## config.mk

```make
export PLATFORM = sky130hd
export DESIGN_NAME = ff_share_sched_flat
export DESIGN_NICKNAME = d
export VERILOG_FILES = /design/src/rtl/ff_share_sched_pkg.sv /design/src/rtl/ff_share_sched_if.sv /design/src/rtl/ff_share_sched_argmax.sv /design/src/rtl/ff_share_sched.sv /design/src/flat_wrapper.sv
export SDC_FILE = /design/constraint.sdc
export NUM_CORES = 1
export LEC_CHECK = 0
export ABC_AREA = 1
export CORE_ASPECT_RATIO = 0.9
export CORE_MARGIN = 2
export CORE_UTILIZATION = 30
export DETAILED_ROUTE_END_ITERATION = 12
export PLACE_DENSITY_LB_ADDON = 0.1
export SLEW_MARGIN = 20
export SYNTH_ARGS = -nofsm -noshare
export SYNTH_HDL_FRONTEND = slang
export SYNTH_HIERARCHICAL = 1
export SYNTH_SLANG_ARGS = --single-unit
export TNS_END_PERCENT = 10
```

## constraint.sdc

```tcl
create_clock -name clk -period 2.1 [get_ports clk]
set_input_delay 0.63 -clock clk [delete_from_list [all_inputs] [get_ports clk]]
set_output_delay 0.63 -clock clk [all_outputs]
set_load 0.01 [all_outputs]
```

## src/rtl/ff_share_sched_pkg.sv

```systemverilog
// Shared types, default dimensions and the signed-magnitude compare used by ff_share_sched.
package ff_share_sched_pkg;

  localparam int N = 16;
  localparam int F = 8;
  localparam int NSTATES = 3;
  localparam int NACTIONS = 4;

  typedef enum logic [1:0] {IDLE, RUN, RESP} sched_state_e;

  typedef logic [N-1:0] word_t;

  // Signed-magnitude a > b; both zero encodings compare equal.
  function automatic logic sm_gt(input word_t a, input word_t b);
    logic a_neg;
    logic b_neg;
    a_neg = a[N-1] && (a[N-2:0] != '0);
    b_neg = b[N-1] && (b[N-2:0] != '0);
    if (a_neg != b_neg) return b_neg;
    if (!a_neg) return a[N-2:0] > b[N-2:0];
    return a[N-2:0] < b[N-2:0];
  endfunction

endpackage

```

## src/rtl/ff_share_sched_if.sv

```systemverilog
// Requester/consumer bundle of ff_share_sched; rsp_action exists only with FF_SCHED_ARGMAX_EN.
interface ff_share_sched_if #(
  parameter int NREQ     = 4,
  parameter int NSTATES  = 3,
  parameter int NACTIONS = 4,
  parameter int N        = 16
);
  localparam int IDW = $clog2(NREQ);
  localparam int AW  = $clog2(NACTIONS);

  logic [NREQ-1:0]                req_valid;
  logic [NREQ-1:0][NSTATES-1:0]   req_x;
  logic [NREQ-1:0]                req_ready;
  logic                           rsp_valid;
  logic                           rsp_ready;
  logic [IDW-1:0]                 rsp_id;
  logic [NACTIONS-1:0][N-1:0]     rsp_q;
`ifdef FF_SCHED_ARGMAX_EN
  logic [AW-1:0]                  rsp_action;
`endif

  modport master (
    output req_valid, req_x, rsp_ready,
    input  req_ready, rsp_valid, rsp_id, rsp_q
`ifdef FF_SCHED_ARGMAX_EN
    , input rsp_action
`endif
  );

  modport slave (
    input  req_valid, req_x, rsp_ready,
    output req_ready, rsp_valid, rsp_id, rsp_q
`ifdef FF_SCHED_ARGMAX_EN
    , output rsp_action
`endif
  );

endinterface

```

## src/rtl/ff_share_sched_argmax.sv

```systemverilog
// ff_argmax: combinational argmax over NACTIONS signed-magnitude words, ties resolve to lowest index.
module ff_argmax
  import ff_share_sched_pkg::*;
#(
  parameter int NACTIONS = ff_share_sched_pkg::NACTIONS
) (
  input  word_t [NACTIONS-1:0]       q,
  output logic [$clog2(NACTIONS)-1:0] idx
);

  localparam int AW = $clog2(NACTIONS);
  localparam int P  = 1 << AW;

  // Binary tree, leaves padded to a power of two; the left child always holds lower indices.
  function automatic logic [AW-1:0] tree_max(input word_t [NACTIONS-1:0] v);
    word_t         val [1:2*P-1];
    logic [AW-1:0] id  [1:2*P-1];
    logic          ok  [1:2*P-1];
    for (int k = 0; k < P; k++) begin
      ok[P+k]  = (k < NACTIONS);
      id[P+k]  = AW'(k);
      val[P+k] = '0;
      if (k < NACTIONS) val[P+k] = v[k];
    end
    for (int n = P - 1; n >= 1; n--) begin
      if (ok[2*n+1] && (!ok[2*n] || sm_gt(val[2*n+1], val[2*n]))) begin
        val[n] = val[2*n+1];
        id[n]  = id[2*n+1];
      end else begin
        val[n] = val[2*n];
        id[n]  = id[2*n];
      end
      ok[n] = ok[2*n] || ok[2*n+1];
    end
    return id[1];
  endfunction

  always_comb idx = tree_max(q);

endmodule

```

## src/rtl/ff_share_sched.sv

```systemverilog
// Round-robin scheduler sharing one combinational ff instance among NREQ requesters, one job in flight.
// Optional argmax of the captured outputs is enabled by defining FF_SCHED_ARGMAX_EN.
module ff_share_sched
  import ff_share_sched_pkg::*;
#(
  parameter int N        = ff_share_sched_pkg::N,
  parameter int NSTATES  = ff_share_sched_pkg::NSTATES,
  parameter int NACTIONS = ff_share_sched_pkg::NACTIONS,
  parameter int NREQ     = 4,
  parameter int SETTLE   = 2
) (
  input  logic                       clk,
  input  logic                       rst_n,
  ff_share_sched_if.slave            bus,
  output logic [NSTATES-1:0]         ff_x,
  input  logic [NACTIONS-1:0][N-1:0] ff_out
);

  localparam int IDW = $clog2(NREQ);
  localparam int CW  = $clog2(SETTLE + 1);

  sched_state_e   state_q, state_d;
  logic [IDW-1:0] rr_ptr;
  logic [IDW-1:0] grant;
  logic           any_req;
  logic [CW-1:0]  cnt;

  // Lowest set bit of {valid, valid & (>= rr_ptr)} gives the next requester at or after rr_ptr.
  always_comb begin : rr_grant
    logic [NREQ-1:0]   mask;
    logic [2*NREQ-1:0] dbl;
    logic              found;
    int                gidx;
    mask  = '0;
    found = 1'b0;
    gidx  = 0;
    for (int i = 0; i < NREQ; i++) mask[i] = (IDW'(i) >= rr_ptr);
    dbl = {bus.req_valid, bus.req_valid & mask};
    for (int j = 0; j < 2 * NREQ; j++) begin
      if (!found && dbl[j]) begin
        found = 1'b1;
        gidx  = j % NREQ;
      end
    end
    grant   = IDW'(gidx);
    any_req = |bus.req_valid;
  end

  assign bus.req_ready = (rst_n && state_q == IDLE && any_req) ? (NREQ'(1) << grant) : '0;

  always_comb begin
    state_d = state_q;
    case (state_q)
      IDLE:    if (any_req) state_d = RUN;
      RUN:     if (cnt == '0) state_d = RESP;
      RESP:    if (bus.rsp_ready) state_d = IDLE;
      default: state_d = IDLE;
    endcase
  end

`ifdef FF_SCHED_ARGMAX_EN
  logic [$clog2(NACTIONS)-1:0] amax;

  ff_argmax #(.NACTIONS(NACTIONS)) u_argmax (
    .q   (ff_out),
    .idx (amax)
  );
`endif

  always_ff @(posedge clk) begin
    if (!rst_n) begin
      state_q       <= IDLE;
      rr_ptr        <= '0;
      cnt           <= '0;
      ff_x          <= '0;
      bus.rsp_valid <= 1'b0;
      bus.rsp_id    <= '0;
      bus.rsp_q     <= '0;
`ifdef FF_SCHED_ARGMAX_EN
      bus.rsp_action <= '0;
`endif
    end else begin
      state_q <= state_d;
      case (state_q)
        IDLE: begin
          if (any_req) begin
            ff_x       <= bus.req_x[grant];
            bus.rsp_id <= grant;
            rr_ptr     <= (grant == IDW'(NREQ - 1)) ? '0 : grant + 1'b1;
            cnt        <= CW'(SETTLE - 1);
          end
        end
        RUN: begin
          // ff_x stays put after capture so the shared ff sees no input change between jobs.
          if (cnt == '0) begin
            bus.rsp_q     <= ff_out;
            bus.rsp_valid <= 1'b1;
`ifdef FF_SCHED_ARGMAX_EN
            bus.rsp_action <= amax;
`endif
          end else begin
            cnt <= cnt - 1'b1;
          end
        end
        RESP: begin
          if (bus.rsp_ready) bus.rsp_valid <= 1'b0;
        end
        default: ;
      endcase
    end
  end

endmodule

```

## src/flat_wrapper.sv

```systemverilog
// flat-port wrapper written by rule: the top's interface ports become plain ports
module ff_share_sched_flat import ff_share_sched_pkg::*;
#(
  parameter int N        = ff_share_sched_pkg::N,
  parameter int NSTATES  = ff_share_sched_pkg::NSTATES,
  parameter int NACTIONS = ff_share_sched_pkg::NACTIONS,
  parameter int NREQ     = 4,
  parameter int SETTLE   = 2
)
  (clk, rst_n, ff_x, ff_out, bus_req_valid, bus_req_x, bus_rsp_ready, bus_req_ready, bus_rsp_valid, bus_rsp_id, bus_rsp_q);
  ff_share_sched_if #(.NREQ(NREQ), .NSTATES(NSTATES), .NACTIONS(NACTIONS), .N(N)) bus_i ();
  input  logic clk;
  input  logic rst_n;
  output logic [NSTATES-1:0] ff_x;
  input  logic [NACTIONS-1:0][N-1:0] ff_out;
  input wire logic [$bits(bus_i.req_valid)-1:0] bus_req_valid;
  input wire logic [$bits(bus_i.req_x)-1:0] bus_req_x;
  input wire logic [$bits(bus_i.rsp_ready)-1:0] bus_rsp_ready;
  output wire logic [$bits(bus_i.req_ready)-1:0] bus_req_ready;
  output wire logic [$bits(bus_i.rsp_valid)-1:0] bus_rsp_valid;
  output wire logic [$bits(bus_i.rsp_id)-1:0] bus_rsp_id;
  output wire logic [$bits(bus_i.rsp_q)-1:0] bus_rsp_q;
  assign bus_i.req_valid = bus_req_valid;
  assign bus_i.req_x = bus_req_x;
  assign bus_i.rsp_ready = bus_rsp_ready;
  assign bus_req_ready = bus_i.req_ready;
  assign bus_rsp_valid = bus_i.rsp_valid;
  assign bus_rsp_id = bus_i.rsp_id;
  assign bus_rsp_q = bus_i.rsp_q;
  ff_share_sched #(.N(N), .NSTATES(NSTATES), .NACTIONS(NACTIONS), .NREQ(NREQ), .SETTLE(SETTLE)) u_core (.clk(clk), .rst_n(rst_n), .bus(bus_i), .ff_x(ff_x), .ff_out(ff_out));
endmodule
```

# After elaboration in Yosys (flattened, before gate mapping)
# Index checks and enable logic that the tools add are counted.
[op_classes]
add_sub_neg = 2
mul = 0
div = 0
n_lt_le_gt_ge = 5
eq_ne = 7
n_shift = 1
n_mux = 27
bitwise_logic = 1
reduce_logical = 26
[op_table]
columns = ["operator", "count"]
rows = [
  ["$mux 2", 11],
  ["$mux 1", 10],
  ["$logic_and 1x1->1", 9],
  ["$reduce_and 3->1", 3],
  ["$logic_not 1->1", 7],
  ["$bmux 3 s2", 1],
  ["$pmux 2 s3", 1],
  ["$and 4x4->4", 1],
  ["$eq 2x2->1 const B", 2],
  ["$ge 1x2->1 const A", 2],
  ["$ge 2x2->1 const A", 2],
  ["$logic_not 2->1", 2],
  ["$mux 4", 1],
  ["$ne 2x1->1 const B", 2],
  ["$ne 2x2->1 const B", 2],
  ["$pmux 2 s2", 1],
  ["$reduce_and 2->1", 2],
  ["$reduce_bool 2->1", 2],
  ["$reduce_or 4->1", 1],
  ["$shl 1x2->4 const A", 1],
  ["$lt 2x3->1 const B", 1],
  ["$mux 3", 1],
  ["$add 2x1->2 const B", 1],
  ["$eq 2x1->1 const B", 1],
  ["other kinds (2)", 2],
]
[totals]
regBits = 76
latch_bits = 0
mem_bits_rw = 0
romBits = 0
inputBits = 83
out_inout_bits = 74
word_cells = 79
mem_count = 0

# Logic depth before layout (Yosys ltp)
# Gate-level depths: netlist (run 1).
[depth]
word_depth = 26
ltp_mapped = 11
depth_no_buf = 11

# Least setup slack after synthesis (run 1)
# OpenSTA, ideal clock, no wires.
[synth_path]
path_type = "input to output"
start = "input bus_req_valid[3]"
end = "output bus_req_ready[3]"
arrival_ps = 1514
t_required_ps = 1470
slack_ps = -44
path_stages = 6
path_buffers = 0
cell_sequence = "inv_1 nand4_4 o21ai_4 ha_1 inv_1 nor2_1"
[synth_between]
elab_chain_len = 17
word_cells_on_any_way = 23
classes_between = "shift: 1; mux: 10; bitwise: 1; reduce/logical: 11"
[synth_lines]
columns = ["item", "line", "source"]
rows = [
  ["start, declared", "flat_wrapper.sv:16", "input wire logic [$bits(bus_i.req_valid)-1:0] bus_req_valid;"],
  ["$and 4x4->4", "ff_share_sched.sv:38", "dbl = {bus.req_valid, bus.req_valid & mask};"],
  ["$logic_and 1x1->1", "ff_share_sched.sv:40", "if (!found && dbl[j]) begin"],
  ["$mux 1", "ff_share_sched.sv:40", ""],
  ["$logic_not 1->1", "ff_share_sched.sv:40", ""],
  ["$logic_and 1x1->1", "ff_share_sched.sv:40", ""],
  ["$mux 1", "ff_share_sched.sv:40", ""],
  ["$logic_not 1->1", "ff_share_sched.sv:40", ""],
  ["$logic_and 1x1->1", "ff_share_sched.sv:40", ""],
  ["$mux 1", "ff_share_sched.sv:40", ""],
  ["$logic_not 1->1", "ff_share_sched.sv:40", ""],
  ["$logic_and 1x1->1", "ff_share_sched.sv:40", ""],
  ["$mux 1", "ff_share_sched.sv:40", ""],
  ["$logic_not 1->1", "ff_share_sched.sv:40", ""],
  ["$logic_and 1x1->1", "ff_share_sched.sv:40", ""],
  ["$mux 2", "ff_share_sched.sv:40", ""],
  ["$shl 1x2->4", "ff_share_sched.sv:49", "assign bus.req_ready = (rst_n && state_q == IDLE && any_req) ? (NREQ'(1) << grant) : '0;"],
  ["$mux 4 (*)", "ff_share_sched.sv:49", ""],
  ["end, declared", "flat_wrapper.sv:19", "output wire logic [$bits(bus_i.req_ready)-1:0] bus_req_ready;"],
]
# Every way passes the cells marked *; elsewhere a longest branch is shown, timed or not.

# Worst setup path after layout (run 1)
[layout_path]
start = "input bus_req_valid[3]"
end = "output bus_req_ready[0]"
# Same word-level chain as after synthesis.

==> metrics.cfg, run 1 <==
[run_status]
status=finished with violations
violations=setup timing

[timing]
finClkSkew_ns=0.00671
hold_slack_ns=0.453
slew_violations=0
worst_slew_pin_slew_ns=0.786
setup_ws_ns=-0.188
fin_crit_sh=1.09
rsz0062_at_grt=true
setup_viol=4
hold_violations=0
period_needed_ns=2.29
slew_headroom=0.476
clock.fmax_mhz=437

[grt]
grt_pass1_vias=3138
antenna_found_initial=0
grt_max_degree=71
track_usage=0.164
grt_first_pass_wirelength_um=15100
overflow=0

[route]
drt_iter0_markers=188
route.detailed.drc=0
dr_total_vias=3281
dr.pass1.iters=4
wire_per_inst_um=13.3
detail_route.vias_per_cell=4.65
final_antenna_net_count=0
totalWireLength_um=9340

[placed_design]
place.gp.congestion=0.776
dpl.hpwl_um=6360
place_inst=679
io_buffers=156

[die]
die_h_um=100
die_area_um2=11100
die_w_um=111
ios=157
core_area_um2=10100
start_util=0.305
rows=35

[clocking]
clk_transition_reported_paths_ns=0.06
clock_path_buffers=2
cts_buffers=9
cts.sinks=76
clockRootBuffer=clkbuf_16
htree_levels=3
cts_hold_buf=0
cts_tree=built
worstSkewPairLatency_ns=0.32

[critical_path]
cp-end-kind=primary output
cp-start-kind=primary input
slowest_stage=o21ai_4
path_max_fanout=4
cp_common_cell=buf_2
required_ns=1.47
slowest_delay_ns=0.28
crit_chain=buf_2 -> inv_2 -> nand4_4 -> o21ai_4 -> inv_4 -> ha_4 -> inv_1 -> nor2_1 -> buf_2
arrival_ns=1.66
criticalPathCategory=in -> out

[flow_run]
cap_viol_max_count=0

[final_layout]
syn2layout_area_growth_pct=72.8
stdcell_count=705
antennaDiodeCount=0
layout_commonest_cell=clkdlybuf4s50_1
mostFrequentLayoutCells=clkdlybuf4s50_1, nand2_1, nand3_1, dfxtp_1, a21oi_1
drive_above_1_share=0.163
nNetsFinal=658
postLayoutCoreUtil=0.527

[yosys]
yosys.area.top_type=dfxtp_1
synthTopCellsByArea=dfxtp_1, nand3_1, nand2_1, a21oi_1, buf_2
yosysSeqAreaShare=0.494
yosysWarningCount=6
synth_top_area_frac=0.494
syn-num-nets=483
yosys_register_bits=76
postSynthCellCount=397
synth.avg_cell_area_um2=7.77
synthesis.area_um2=3080
yosysUniqueCellTypes=27

[power_and_ir_drop]
power_density_nw_per_um2=926
ir_drop_uv=428
p_leak_uw=0.00201

[worst_hold_path]
hp-class=reg -> reg

==> power by group <==
part | internal (uW) | total (uW) | switching (uW) | leakage (uW)
clock network | 1070 | 1640 | 575 | 0.000156
registers | 1620 | 1720 | 96.5 | 0.000621
logic | 774 | 1570 | 794 | 0.00124
==> layout make-up <==
cell class	instances	area, um2
Inverter	18	75.1
Clock inverter	4	73.8
Multi-Input combinational cell	275	1430
Timing Repair Buffer	192	1810
Sequential cell	76	1530
Clock buffer	11	243
Tap cell	129	161
Fill cell	968	4790
==> timing repair <==
action / in CTS / in global routing
setup endpoints to repair: 4 / 4
buffers inserted: 8 / 3
resized for setup: 51 / 9
pin swaps: 9 / 9
==> metal layers <==
layer  vias up  share of wire  GRT usage
met4         0         0.0063     0.0404
met1      1521           0.45      0.206
met2        86           0.47      0.270
met3         4          0.072     0.0616
met5         -              0          0
li1       1670              -          -
==> final timing paths <==
| path | slack, ns | from | to | depth (start not counted) |
|---|---|---|---|---|
| max | -0.19 | bus_req_valid[3] | bus_req_ready[0] | 9 |
| min | 0.45 | u_core/ff_x[2] | u_core/ff_x[2] | 2 |
| max reg2reg | 0.37 | u_core/rr_ptr[1] | u_core/ff_x[1] | 12 |
| min reg2reg | 0.45 | u_core/ff_x[2] | u_core/ff_x[2] | 2 |
==> cells by family after synthesis <==
logic type | Yosys count | synth area share
compound gates | 74 | 0.125
flops | 76 | 0.494
fa+ha+maj | 3 | 0.0122
buf+inv | 46 | 0.0694
simple gates | 198 | 0.300
==> stage by stage <==
stage	setup TNS (ns)	setup slack [ns]	cell area, um2	total power, uW
2_1_floorplan	0	0.00794	3100	2490
3_3_place_gp	-5.56	-1.05	4880	3200
3_5_place_dp	-5.72	-1.10	4880	3210
4_1_cts	-0.787	-0.212	5260	4950
5_1_grt	-0.995	-0.261	5330	5210
6_report	-0.720	-0.188	5330	4930
==> registers in the layout, indices dropped and copies added, names as in the netlist <==
signal,flops
u_core/cnt,2
u_core/ff_x,3
u_core/state_q,2
u_core/bus.rsp_valid,1
u_core/bus.rsp_q,64
u_core/rr_ptr,2
u_core/bus.rsp_id,2
==> critical path: cells and delay by family <==
family	cells	cell delay, ns
buffers and inverters	5	0.41
adders and majority gates	1	0.15
and+or+nand+nor	2	0.17
AOI/OAI and AO/OA	1	0.28
==> synthesized netlist by cell type <==
cell and number:
nand3_1 79, dfxtp_1 76, o21ai_4 1, inv_2 3, clkbuf_1 9, buf_2 13, nor2_2 2, inv_1 13
o31ai_1 1, nor3_1 1, buf_4 6, nor2_8 1, clkinv_1 1, o21ai_0 3, nand4_4 1, nand2_2 5
nand3b_1 1, inv_4 1, nor2_4 2, nand4_1 1, nand2_4 1, a21oi_1 67, nor2_1 11, o21ai_1 1
ha_1 3, a211oi_1 1, nand2_1 93
(Power assumes the default switching activity.)
==> run 2: changes to the inputs <==
CORE_UTILIZATION = 40   (was 30)
CTS_CLUSTER_SIZE = 24   (was unset)
==> metrics.cfg, run 2 (same netlist as run 1, synthesis figures left out) <==
[run_status]
status=finished with violations
violations=setup timing

[timing]
finClkSkew_ns=0.0116  ; +0.00488 ns
period_needed_ns=2.34  ; +0.0491 ns
setup_ws_ns=-0.237  ; -0.0491 ns
hold_slack_ns=0.456  ; +0.00332 ns
fin_crit_sh=1.11  ; +0.0234
slew_violations=0  ; unchanged
fin_setup_tns_ns=-0.850  ; -0.130 ns
slew_headroom=0.500  ; +0.0235
setup_viol=4  ; unchanged
worst_slew_pin_slew_ns=0.750  ; -0.0352 ns
rsz0062_at_grt=true
hold_violations=0  ; unchanged
clock.fmax_mhz=428  ; -2.1%

[clocking]
cts_buffers=9  ; unchanged
cts_hold_buf=0  ; unchanged
htree_levels=3  ; unchanged
clk_transition_reported_paths_ns=0.08  ; +0.02 ns
clockRootBuffer=clkbuf_8
clock_path_buffers=2  ; unchanged
worstSkewPairLatency_ns=0.33  ; about the same
cts_tree=built
cts.sinks=76  ; unchanged

[critical_path]
reg2reg_slack_ns=0.48  ; +0.11 ns
slowest_stage=o21ai_4
cp_common_cell=buf_2
path_max_fanout=4  ; unchanged
cp-end-kind=primary output
slowest_delay_ns=0.24  ; -0.04 ns
worstSetupStartpoint=bus_req_valid[1]
arrival_ns=1.71  ; +0.05 ns
required_ns=1.47  ; about the same
rr_startpoint=u_core/rr_ptr[1]
crit_chain=buf_2 -> nand2_4 -> nand4_4 -> o21ai_4 -> buf_6 -> ha_4 -> inv_2 -> nor2_2 -> buf_2
criticalPathCategory=in -> out
cp-start-kind=primary input

[power_and_ir_drop]
power_frac_seq=0.396  ; +0.047
power_density_nw_per_um2=846  ; -8.6%
power.internal_uw=2910  ; -16%
power.total_uw=4310  ; -13%
swShare=0.324  ; +0.0271
p_comb_frac=0.354  ; +0.036
ir_drop_uv=603  ; +41%
p_leak_uw=0.00192  ; -4.8%
power.switching_uw=1400  ; -4.7%
p_clk_frac=0.250  ; -0.083

[placed_design]
io_buffers=156  ; unchanged
place_ws_ns=-1.06  ; +0.0416 ns
place.gp.congestion=0.748  ; -3.6%
dpl.hpwl_um=6220  ; -2.1%
place_inst=647  ; -4.7%

[die]
ios=157  ; unchanged
start_util=0.411  ; +0.106
core_area_um2=7510  ; -26%
die_h_um=87.3  ; -13%
die_area_um2=8430  ; -24%
die_w_um=96.5  ; -13%
rows=30  ; -14%

[grt]
track_usage=0.207  ; +0.0428
grt_first_pass_wirelength_um=13800  ; -8.5%
grt_pass1_vias=2990  ; -4.7%
overflow=0  ; unchanged
grt_max_degree=71  ; unchanged
antenna_found_initial=0  ; unchanged

[final_layout]
stdcell_count=668  ; -5.2%
layout_commonest_cell=clkdlybuf4s50_1
antennaDiodeCount=0  ; unchanged
drive_above_1_share=0.156  ; -0.00760
syn2layout_area_growth_pct=65.1
nFillCells=670  ; -31%
largest-register=u_core/bus.rsp_q
multi_input_area_um2=1410  ; -1.6%
nNetsFinal=653  ; -0.76%
reg_top3=u_core/bus.rsp_q x64, u_core/ff_x x3
mostFrequentLayoutCells=clkdlybuf4s50_1, nand2_1, nand3_1, dfxtp_1, a21oi_1
ff_latch_area_um2=1520  ; -0.33%
largest_reg_flops=64  ; unchanged

[route]
detail_route.vias_per_cell=4.84  ; +4.1%
dr_total_vias=3235  ; -1.4%
final_antenna_net_count=0  ; unchanged
wire_per_inst_um=13.3  ; +0.41%
route.detailed.drc=0  ; unchanged
dr.pass1.iters=4  ; unchanged
drt_iter0_markers=122  ; -35%
totalWireLength_um=8890  ; -4.9%

[flow_run]
cap_viol_max_count=0  ; unchanged

[worst_hold_path]
hp-class=reg -> reg
hold_path_startpoint=u_core/bus.rsp_id[1]

[run 2: changes by cell type in the layout (fill, tap and decap cells not counted), sizes merged]
cell           delta
buf               -5
dlygate4sd2       -1
inv               +1
clkbuf            -1
bufinv            -1
clkdlybuf4s50     +1
clkinvlp          +2
[run 2: metrics by stage]
| stage | utilization | cell area, um2 |
|---|---|---|
| 2_1_floorplan | - | 3100 |
| 3_3_place_gp | 0.645 | 4840 |
| 3_5_place_dp | 0.645 | 4840 |
| 4_1_cts | 0.678 | 5090 |
| 5_1_grt | 0.678 | 5090 |
| 6_report | 0.678 | 5090 |
[run 2: worst max-delay path: cells and delay by family]
kind | cells | cell delay, ns
simple gates | 3 | 0.28
buf+inv | 4 | 0.43
compound gates | 1 | 0.24
fa+ha+maj | 1 | 0.12
[run 2: area by class of cell]
cell class | count | share of cell area
clock buffer | 10 | 0.0251
clock inverter | 6 | 0.0125
inverter | 18 | 0.0138
multi-input combinational | 275 | 0.276
sequential | 76 | 0.299
tap | 96 | 0.0236
timing repair buffer | 187 | 0.349
[run 2: timing repair]
item                       4_1_cts  5_1_grt
gates cloned                     0        0
setup buffers                    5        0
gates resized for setup         47        2
pin swaps                        9        4
setup endpoints to repair        4        4
[run 2: path summary, 6_finish.rpt]
path                          end  cells past startpoint
max              bus_req_ready[3]                      9
min          u_core/bus.rsp_id[1]                      2
max reg2reg        u_core/ff_x[0]                     12
min reg2reg  u_core/bus.rsp_id[1]                      2
[run 2: layer usage]
metal  share of wire  track usage
met5               0            0
met4          0.0098       0.0627
met3           0.086       0.0762
met2            0.48        0.342
met1            0.43        0.252
[run 2: power by group through the flow]
stage / Sequential [uW] / Combinational (uW) / Clock, uW
2_1_floorplan: 1800 / 683 / 0
3_3_place_gp: 1730 / 1450 / 0
6_report: 1710 / 1520 / 1080
5_1_grt: 1730 / 1660 / 1170
3_5_place_dp: 1730 / 1470 / 0
4_1_cts: 1710 / 1530 / 1110
==> run 3: changes to the inputs <==
--- a/config.mk
+++ b/config.mk
@@ -13,4 +13,5 @@
 export DETAILED_ROUTE_END_ITERATION = 12
+export MAX_ROUTING_LAYER = met4
 export PLACE_DENSITY_LB_ADDON = 0.1
-export SLEW_MARGIN = 20
+export SLEW_MARGIN = 10
 export SYNTH_ARGS = -nofsm -noshare
==> constraint.sdc (replaced) <==
create_clock -name clk -period 2.1 [get_ports clk]
set_input_delay 0.21 -clock clk [delete_from_list [all_inputs] [get_ports clk]]
set_output_delay 0.21 -clock clk [all_outputs]
set_load 0.01 [all_outputs]
==> metrics.cfg, run 3 (same netlist as run 1, synthesis figures left out) <==
[final_layout]
mostFrequentLayoutCells=clkdlybuf4s50_1, nand2_1, nand3_1, dfxtp_1, a21oi_1
postLayoutCoreUtil=0.671  ; -0.00683
syn2layout_area_growth_pct=63.5
antennaDiodeCount=0  ; unchanged
largest_reg_flops=64  ; unchanged
stdcell_count=661  ; -1.0%
ff_latch_area_um2=1520  ; unchanged
multi_input_area_um2=1360  ; -3.4%
drive_above_1_share=0.113  ; -0.0423
reg_top3=u_core/bus.rsp_q x64, u_core/ff_x x3
layout_commonest_cell=clkdlybuf4s50_1
largest-register=u_core/bus.rsp_q
nFillCells=658  ; -1.8%
nNetsFinal=646  ; -1.1%

[clocking]
clockRootBuffer=clkbuf_8
cts_hold_buf=0  ; unchanged
cts.sinks=76  ; unchanged
cts_buffers=9  ; unchanged
cts_tree=built
clock_path_buffers=2  ; unchanged
clk_transition_reported_paths_ns=0.08  ; about the same
worstSkewPairLatency_ns=0.34  ; about the same
htree_levels=3  ; unchanged

[route]
final_antenna_net_count=0  ; unchanged
wire_per_inst_um=13.1  ; -1.7%
drt_iter0_markers=132  ; +8.2%
detail_route.vias_per_cell=4.79  ; -1.2%
dr.pass1.iters=6  ; +2
route.detailed.drc=0  ; unchanged
dr_total_vias=3164  ; -2.2%
totalWireLength_um=8640  ; -2.8%

[placed_design]
place.gp.congestion=0.729  ; -2.6%
place_inst=642  ; -0.77%
dpl.hpwl_um=6070  ; -2.4%
io_buffers=156  ; unchanged

[critical_path]
cp-end-kind=primary output
rr_endpoint=u_core/bus.rsp_q[24]
cp-endpoint=bus_req_ready[1]
cp-start-kind=flop
cp_common_cell=nor2_4
worstSetupStartpoint=u_core/rr_ptr[1]
crit_chain=nand2_1 -> nand2_2 -> nand4_4 -> buf_6 -> nor2_4 -> nor2_4 -> nor3_1 -> dlygate4sd2_1
path_max_fanout=4  ; unchanged
rr_worst_depth=6  ; -6
slowest_stage=dfxtp_2
slowest_delay_ns=0.35  ; +0.11 ns
required_ns=1.89  ; +0.42 ns
criticalPathCategory=reg -> out
arrival_ns=1.71  ; about the same
reg2reg_slack_ns=0.48  ; about the same
rr_startpoint=u_core/state_q[0]

[run_status]
status=completed

[grt]
grt_first_pass_wirelength_um=13500  ; -2.4%
antenna_found_initial=0  ; unchanged
track_usage=0.209  ; +0.00185
overflow=0  ; unchanged
grt_max_degree=71  ; unchanged
grt_pass1_vias=2935  ; -1.8%

[timing]
fin_setup_tns_ns=0  ; +0.850 ns
setup_viol=0  ; -4
hold_violations=0  ; unchanged
fin_crit_sh=0.914  ; -0.199
slew_violations=0  ; unchanged
slew_headroom=0.507  ; +0.00687
finClkSkew_ns=0.0136  ; +0.00205 ns
clock.fmax_mhz=521  ; +22%
hold_slack_ns=0.441  ; -0.0155 ns
worst_slew_pin_slew_ns=0.740  ; -0.0103 ns
period_needed_ns=1.92  ; -0.417 ns
rsz0062_at_grt=false

[die]
die_h_um=87.3  ; unchanged
start_util=0.411  ; unchanged
core_area_um2=7510  ; unchanged
rows=30  ; unchanged
die_area_um2=8430  ; unchanged
ios=157  ; unchanged
die_w_um=96.5  ; unchanged

[power_and_ir_drop]
p_leak_uw=0.00189  ; -1.4%
ir_drop_uv=576  ; -4.5%
power_density_nw_per_um2=868  ; +2.6%

[worst_hold_path]
hold_path_startpoint=ff_out[39]
hp-class=in -> reg

[flow_run]
cap_viol_max_count=0  ; unchanged

## run 3: changes by cell type in the layout (fill, tap and decap cells not counted), moves of 5 or more
cell | before | now
inv_2 | 8 | 3
buf_4 | 27 | 22
inv_1 | 8 | 13
buf_2 | 8 | 0
## run 3: power breakdown
part / total [uW] / switching [uW] / internal, uW
clock: 1230 / 528 / 707
sequential: 1710 / 89.5 / 1620
combinational: 1430 / 740 / 690
## run 3: repair_timing
item                                    CTS  global route
cloned                                    0             0
endpoints found under the setup margin    4             3
resized for setup                         6             8
pin swaps                                 1             4
setup buffers                             2             1
## run 3: area by class of cell
type                            count  share of cell area
Clock buffer                       11              0.0281
Clock inverter                      5              0.0166
Inverter                           18              0.0139
Multi-Input combinational cell    275               0.270
Sequential cell                    76               0.302
Tap cell                           96              0.0238
Timing Repair Buffer              180               0.345
## run 3: worst min path at each step
| stage | to | depth (start not counted) |
|---|---|---|
| after detailed placement | u_core/bus.rsp_id[1] | 2 |
| final | u_core/bus.rsp_q[39] | 3 |
| after CTS | u_core/bus.rsp_q[39] | 3 |
| after floorplan | u_core/bus.rsp_q[0] | 2 |
| after global placement | u_core/bus.rsp_id[1] | 2 |
| after global routing | u_core/bus.rsp_q[37] | 3 |
## run 3: layer usage
layer	vias up	global-route usage	share of wire
met5	-	-	0
met4	0	0.0384	0.0037
met3	2	0.0779	0.079
met2	96	0.333	0.47
met1	1426	0.257	0.44
li1	1640	-	-
## run 3: critical path, delay by kind of cell, from the launching register on
| family | cells | cell delay [ns] |
|---|---|---|
| buffers and inverters | 2 | 0.43 |
| flip-flops | 1 | 0.35 |
| AND/OR/NAND/NOR | 6 | 0.60 |
## run 3: metrics by stage
stage	setup WS (ns)	instance area, um2	total power (uW)
2_1_floorplan	0.633	3080	2480
3_3_place_gp	-0.170	4800	3150
3_5_place_dp	-0.224	4800	3160
4_1_cts	0.0350	5040	4410
5_1_grt	0.0226	5040	4620
6_report	0.180	5040	4370
